### src/rtl/mem_port_arbiter.sv
// Arbitrates the single-ported memory between instruction fetch and data access,
// sequencing each access through IDLE -> ACCESS (wait states) -> DONE.
module mem_port_arbiter #(
    parameter int ADDR_W          = 8,
    parameter int DATA_W          = 16,
    parameter int WAIT_CYCLES     = 1,
    parameter int MAX_DATA_STREAK = 3
) (
    input  logic              clk,
    input  logic              rst,
    input  logic              halt,
    input  logic              f_req,
    input  logic [ADDR_W-1:0] f_addr,
    output logic              f_done,
    output logic [DATA_W-1:0] f_rdata,
    input  logic              d_req,
    input  logic              d_we,
    input  logic [ADDR_W-1:0] d_addr,
    input  logic [DATA_W-1:0] d_wdata,
    output logic              d_done,
    output logic [DATA_W-1:0] d_rdata,
    output logic              mem_en,
    output logic              mem_we,
    output logic [ADDR_W-1:0] mem_addr,
    output logic [DATA_W-1:0] mem_wdata,
    input  logic [DATA_W-1:0] mem_rdata,
    output logic              busy
);

    typedef enum logic [1:0] {
        IDLE   = 2'd0,
        ACCESS = 2'd1,
        DONE   = 2'd2
    } state_t;

    localparam logic [3:0] WAIT_INIT  = 4'(WAIT_CYCLES);
    localparam logic [3:0] STREAK_MAX = 4'(MAX_DATA_STREAK);

    state_t              state_q, state_d;
    logic [3:0]          cnt_q, cnt_d;
    logic [3:0]          streak_q, streak_d;
    logic                owner_q, owner_d;   // 1 = data port owns the access
    logic                we_q, we_d;
    logic [ADDR_W-1:0]   addr_q, addr_d;
    logic [DATA_W-1:0]   wdata_q, wdata_d;
    logic [DATA_W-1:0]   f_rdata_q, f_rdata_d;
    logic [DATA_W-1:0]   d_rdata_q, d_rdata_d;
    logic                grant_data;

    always_ff @(posedge clk or posedge rst) begin
        if (rst) begin
            state_q   <= IDLE;
            cnt_q     <= '0;
            streak_q  <= '0;
            owner_q   <= 1'b0;
            we_q      <= 1'b0;
            addr_q    <= '0;
            wdata_q   <= '0;
            f_rdata_q <= '0;
            d_rdata_q <= '0;
        end else begin
            state_q   <= state_d;
            cnt_q     <= cnt_d;
            streak_q  <= streak_d;
            owner_q   <= owner_d;
            we_q      <= we_d;
            addr_q    <= addr_d;
            wdata_q   <= wdata_d;
            f_rdata_q <= f_rdata_d;
            d_rdata_q <= d_rdata_d;
        end
    end

    always_comb begin
        state_d    = state_q;
        cnt_d      = cnt_q;
        streak_d   = streak_q;
        owner_d    = owner_q;
        we_d       = we_q;
        addr_d     = addr_q;
        wdata_d    = wdata_q;
        f_rdata_d  = f_rdata_q;
        d_rdata_d  = d_rdata_q;
        // Data wins a tie unless fetch has already been passed over MAX_DATA_STREAK times.
        grant_data = d_req && !(f_req && (streak_q == STREAK_MAX));
        case (state_q)
            IDLE: begin
                if (!halt && (f_req || d_req)) begin
                    state_d = ACCESS;
                    cnt_d   = WAIT_INIT;
                    owner_d = grant_data;
                    we_d    = grant_data && d_we;
                    addr_d  = grant_data ? d_addr : f_addr;
                    wdata_d = grant_data ? d_wdata : '0;
                    if (grant_data && f_req)
                        streak_d = (streak_q == STREAK_MAX) ? STREAK_MAX : streak_q + 4'd1;
                    else
                        streak_d = '0;
                end
            end
            ACCESS: begin
                if (cnt_q == 4'd0) begin
                    state_d = DONE;
                    if (!we_q) begin
                        if (owner_q) d_rdata_d = mem_rdata;
                        else         f_rdata_d = mem_rdata;
                    end
                end else begin
                    cnt_d = cnt_q - 4'd1;
                end
            end
            DONE:    state_d = IDLE;
            default: state_d = IDLE;
        endcase
    end

    always_comb begin
        mem_en    = (state_q == ACCESS);
        mem_we    = (state_q == ACCESS) && we_q;
        mem_addr  = (state_q == ACCESS) ? addr_q : '0;
        mem_wdata = (state_q == ACCESS) ? wdata_q : '0;
        f_done    = (state_q == DONE) && !owner_q;
        d_done    = (state_q == DONE) && owner_q;
        busy      = (state_q != IDLE);
        f_rdata   = f_rdata_q;
        d_rdata   = d_rdata_q;
    end

endmodule

### config.mk
export PLATFORM = sky130hd
export DESIGN_NAME = mem_port_arbiter
export DESIGN_NICKNAME = d
export VERILOG_FILES = /design/src/rtl/mem_port_arbiter.sv
export SDC_FILE = /design/constraint.sdc
export NUM_CORES = 1
export LEC_CHECK = 0
export ABC_CLOCK_PERIOD_IN_PS = 2400
export BUFFER_PORTS_ARGS = -buffer_cell sky130_fd_sc_hd__buf_2
export CORE_MARGIN = 2
export CORE_UTILIZATION = 48
export DETAILED_ROUTE_END_ITERATION = 8
export GPL_ROUTABILITY_DRIVEN = 1
export PLACE_DENSITY = 0.82
export SYNTH_ARGS = -nofsm -noshare
export SYNTH_HDL_FRONTEND = slang
export SYNTH_SLANG_ARGS = --single-unit
### constraint.sdc
create_clock -name clk -period 2.4 [get_ports clk]
set_input_delay 0.24 -clock clk [delete_from_list [all_inputs] [get_ports clk]]
set_output_delay 0.24 -clock clk [all_outputs]
set_load 0.005 [all_outputs]
# [After elaboration in Yosys (flattened, before gate mapping)]
# Index checks and enable logic that the tools add are counted.
[word_totals] reg_bits=68 latchBits=0 ram_bits=0 romBits=0 inputBits=54 memories=0
[op_classes] addsub=2 mul=0 n_div=0 order_cmp=0 n_eq_ne=6 shift=0 mux=12 bitwise=2 n_reduce_logical=21
[op_table] op="$mux 16" count=2
[op_table] op="$mux 4" count=4
[op_table] op="$mux 8" count=2
[op_table] op="$logic_and 1x1->1" count=8
[op_table] op="$pmux 4 s2" count=1
[op_table] op="$reduce_and 4->1" count=2
[op_table] op="$add 4x1->4 const B" count=1
[op_table] op="$eq 4x2->1 const B" count=1
[op_table] op="$logic_not 4->1" count=1
[op_table] op="$mux 2" count=2
[op_table] op="$ne 2x2->1 const B" count=2
[op_table] op="$pmux 2 s2" count=1
[op_table] op="$reduce_and 2->1" count=2
[op_table] op="$reduce_bool 2->1" count=2
[op_table] op="$sub 4x1->4 const B" count=1
[op_table] op="$logic_not 1->1" count=3
[op_table] op="$reduce_and 3->1" count=1
[op_table] op="$eq 2x1->1 const B" count=1
[op_table] op="$eq 2x2->1 const B" count=1
[op_table] op="$logic_not 2->1" count=1
[op_table] op="$ne 2x1->1 const B" count=1
[op_table] op="$not 1->1" count=2
[op_table] op="$logic_or 1x1->1" count=1

# [Depth between registers and ports, before layout]
[logic_depth] word_depth=6 ltp_mapped=7 mapped_depth_nobuf=5

# [Least setup slack after synthesis]
# OpenSTA, ideal clock, no wires.
[synth_timing] kind="flip-flop to flip-flop" startpoint="register cnt_q[0]" endpoint="register f_rdata_q[0], in the netlist f_rdata[0]" setup_time_ns=0.125 arrival_ns=2.031 required_ns=2.275 setup_slack_ns=0.244 path_stages_with_launch=8 synth_period_minus_slack_ns=2.156 cell_sequence="dfrtp_1 -> inv_1 -> ha_1 -> or3b_1 -> buf_2 -> nor4_4 -> buf_6 -> mux2_2"
[synth_via] elab_chain_cells=2
[synth_rtl] element="from (decl)" line_no="40" text="logic [3:0] cnt_q, cnt_d;"
[synth_rtl] element="from (signal assigned)" line_no="63" text="cnt_q <= cnt_d;"
[synth_rtl] element="$logic_not 4->1" line_no="102" text="if (cnt_q == 4'd0) begin"
[synth_rtl] element="$reduce_and 4->1 (no line)"
[synth_rtl] element="to (signal assigned)" line_no="69" text="f_rdata_q <= f_rdata_d;"
[synth_rtl] element="to (decl)" line_no="46" text="logic [DATA_W-1:0] f_rdata_q, f_rdata_d;"
# No other way between the ends.
# A chain may end at the register's enable or synchronous reset.

# [Worst setup path in the final report]
[layout_timing] startpoint="register cnt_q[0]" endpoint="register f_rdata_q[6], in the netlist f_rdata[6]"
# Same word-level chain as after synthesis.

==> Flow_metrics.wiki <==
{| class="wikitable"
! Metric !! Value
|-
| CP top delay family || simple AND/OR/NAND/NOR gates
|-
| Vertical die dimension || 82.65 um
|-
| Initial antenna violation count || 0
|-
| Final worst-path cycle share || 89.97%
|-
| Leakage Power || 1.918 nW
|-
| Num CTS Buffers || 9
|-
| Number of warnings reported in the yosys synthesis log || 0
|-
| Post-detailed-route DRC marker count || 0
|-
| Post-synthesis area per instance || between 10 and 15 um^2
|-
| Clock transition at the registers of the reported paths || 0.07 ns
|-
| Share of Yosys cell area claimed by the top area cell type || 57.31%
|-
| Clock Power Share || between 10% and 20%
|-
| Number of pins exceeding their max-slew limit in the final report || 0
|-
| Latest clock arrival within the worst-skew pair || 0.34 ns
|-
| Number of buffers added on ports || 114
|-
| Synth Register Bits || 68
|-
| Critical path startpoint category || flop
|-
| Buffer levels on the longest clock path || 2
|-
| Timing-limited maximum frequency || 463.1 MHz
|-
| Via density per instance || 5.312
|-
| DRC violation total after the first TritonRoute iteration || 58
|-
| Setup slack at placement || 0.2575 ns
|-
| Unrepaired setup endpoints after global routing || no
|-
| Area of the core || 5956 um^2
|-
| Most used cells in the layout excluding fill and tap cells || sky130_fd_sc_hd__buf_2, sky130_fd_sc_hd__dfrtp_1, sky130_fd_sc_hd__mux2_2
|-
| Clock sink count || 68
|-
| Total setup violations reported at the end of the flow || 0
|-
| Switching pwr || 0.001549 W
|-
| Max-cap violations || 0
|-
| Congestion Overflow GR || 0
|-
| Worst Setup Slack, final || about 0.24 ns
|-
| Switching Fraction || about a third
|-
| Combined global-route utilization of all metal layers || 20.52%
|-
| Most common cell after layout, fill and taps aside || sky130_fd_sc_hd__buf_2
|-
| Initial cell density of the core || 49.85%
|-
| Status || complete, no violations
|-
| Seq pwr share || a little over two fifths
|-
| Final-stage net count || 419
|-
| Relative contribution of combinational cells to total power || between 30% and 40%
|-
| Vias in the first global route || 2,320
|-
| Power Dens Cells || 1243 nW/um^2
|-
| Slowest CP cell || sky130_fd_sc_hd__or3b_1
|-
| CTS tree || built
|-
| DR vias || roughly 2,300
|-
| Area of the die || 6831 um^2
|-
| Arrival time reported for the critical path endpoint || between 2 and 2.5 ns
|-
| Post-route setup TNS || 0 ns
|-
| Cell area after technology mapping || 2969 um^2
|-
| Most area-consuming cells after synthesis || sky130_fd_sc_hd__dfrtp_1, sky130_fd_sc_hd__mux2_2, sky130_fd_sc_hd__and2_1
|-
| Clock skew || about 0.0054 ns
|-
| Area Growth Syn to Fin || 29.58%
|-
| Remaining antenna violation count || 0
|-
| Worst slew margin relative to its limit || 55.66%
|-
| Cells along the critical path || inv_1 -> ha_1 -> or3b_1 -> nor4_4 -> buf_4 -> mux2_2
|-
| Synth cell types || 36
|-
| Required time at the worst-slack endpoint || 2.62 ns
|-
| Fraction of the yosys area taken by sequential cells || 57.31%
|-
| Mapped Nets || 300
|-
| Time the final worst path needs with I/O delays and setup || 2.159 ns
|-
| Critical path type || reg2reg
|-
| Kind of capture point of the worst setup path || flop
|-
| Routed WL || between 6000 and 7000 um
|-
| Top-level I/O count || 115
|-
| Average routed wire per standard cell || 14.76 um
|-
| Count of buffering cells on the critical path with inverters included || 2
|-
| Routability cong. || between 0.7 and 0.8
|-
| Count of final hold-check violations || 0
|-
| Clk root buf || sky130_fd_sc_hd__clkbuf_8
|-
| Yosys top cell by area || sky130_fd_sc_hd__dfrtp_1
|-
| Num rows || 28
|-
| Half-perimeter wire length of the detailed placement result || 4698 um
|-
| Number of gates given a new drive strength after cts || 0
|-
| Maximum fanout count along the critical path || 16
|-
| Maximum level of the CTS H-tree || 3
|-
| Classification of the worst-slack hold path || in2reg
|-
| Peak ir drop on the vdd network || 0.0007057 V
|-
| Width of the chip || a little over 80 um
|-
| Overall Power || 0.004784 W
|-
| Crit-path max cell delay || 0.46 ns
|-
| Drt first pass iters || 4
|-
| Int Pwr || between 0.003 and 0.004 W
|-
| Synthesized instance count || between 200 and 250
|-
| Diodes inserted || 0
|-
| Largest net degree at the start of global routing || 39
|-
| First-pass GRT wire length || 10,380 um
|-
| Ratio of cells with drive above 1 in the final layout || a little under half
|-
| Tightest Pin Transition || 0.6634 ns
|}
==> metal layers <==
| metal | global-route usage, % | up-vias | part of all wire, % |
|---|---|---|---|
| met1 | 23.77 | 1127 | 45 |
| li1 | - | 1123 | - |
| met4 | 7.377 | 0 | 1.0 |
| met2 | 34.60 | 92 | 46 |
| met3 | 7.935 | 6 | 7.9 |
| met5 | 0 | - | 0 |
==> power by group through the flow <==
stage	registers, W	logic, W	clock network, W
floorplan	0.00199	0.00109	0
global route	0.00209	0.00205	0.00103
CTS	0.00202	0.00185	0.000969
finish	0.00202	0.00182	0.000942
detailed placement	0.00203	0.00185	0
global placement	0.00201	0.00179	0
==> stage by stage <==
step | util [%] | hold slack (ns) | cells | area [um^2]
finish | 64.60 | 0.1158 | 442 | 3847
global route | 64.60 | 0.09995 | 442 | 3847
CTS | 64.60 | 0.09951 | 442 | 3847
detailed placement | 61.01 | 0.3597 | 425 | 3633
global placement | 61.01 | 0.3571 | 425 | 3633
floorplan | - | 0.3727 | 243 | 2969
==> final timing paths <==
check | start | end | slack, ns | depth (start not counted)
setup / recovery | cnt_q[0]$_DFFE_PP0P_ | f_rdata[6]$_DFFE_PP0P_ | 0.24 | 6
hold / removal | d_wdata[10] | wdata_q[10]$_DFFE_PP0P_ | 0.12 | 2
setup reg to reg | cnt_q[0]$_DFFE_PP0P_ | f_rdata[6]$_DFFE_PP0P_ | 0.24 | 6
hold reg to reg | d_rdata[13]$_DFFE_PP0P_ | d_rdata[13]$_DFFE_PP0P_ | 0.50 | 1
max in group asynchronous | rst | wdata_q[0]$_DFFE_PP0P_ | 1.24 | 4
min in group asynchronous | rst | d_rdata[12]$_DFFE_PP0P_ | 0.53 | 3
==> worst register-to-register path: stages, from the launching register on <==
cell and delay, ns:
sky130_fd_sc_hd__dfrtp_1 0.39, sky130_fd_sc_hd__inv_1 0.12, sky130_fd_sc_hd__ha_1 0.19, sky130_fd_sc_hd__or3b_1 0.46
sky130_fd_sc_hd__nor4_4 0.23, sky130_fd_sc_hd__buf_4 0.27, sky130_fd_sc_hd__mux2_2 0.37
==> cell type report <==
cell class              count  area, um^2
inverters                   8       30.03
well taps                  75       93.84
flip-flops and latches     68        1702
clock inverters             3       45.04
clock buffers              13       158.9
fillers                   474        2108
multi-input cells         153        1172
repair buffers            122       645.6
==> flip-flops by register name, indices dropped and copies added, names as in the netlist <==
name      count
streak_q      4
owner_q       1
state_q       2
we_q          1
addr_q        8
cnt_q         4
d_rdata      16
wdata_q      16
f_rdata      16
==> Yosys cell counts (all sizes together) <==
library cell,instances
dfrtp,68
mux2,32
and2,24
a22o,17
o21ai,13
nand3,11
a21oi,10
a31oi,8
clkbuf,8
inv,8
buf,6
nor2,5
nor3,4
ha,3
and3b,2
nand2,2
nand2b,2
nand4,2
nor3b,2
o2bb2ai,2
or2,2
a21o,1
a22oi,1
mux2i,1
nand4bb,1
nor4,1
nor4bb,1
o2111ai,1
o311ai,1
o31ai,1
o41ai,1
or3,1
or3b,1
==> cells by family after synthesis <==
logic type                 after synthesis  synth area share, %
and+or+nand+nor                         61                12.94
DFF                                     68                57.31
muxes                                   33                12.47
adders and majority gates                3                1.264
AOI/OAI and AO/OA                       56                12.81
buffers and inverters                   22                3.203
==> what timing repair did <==
item                      4_1_cts  5_1_grt
buffers inserted                0        0
hold endpoints to repair       30        0
hold buffers                    1        0
(Power assumes the default switching activity.)
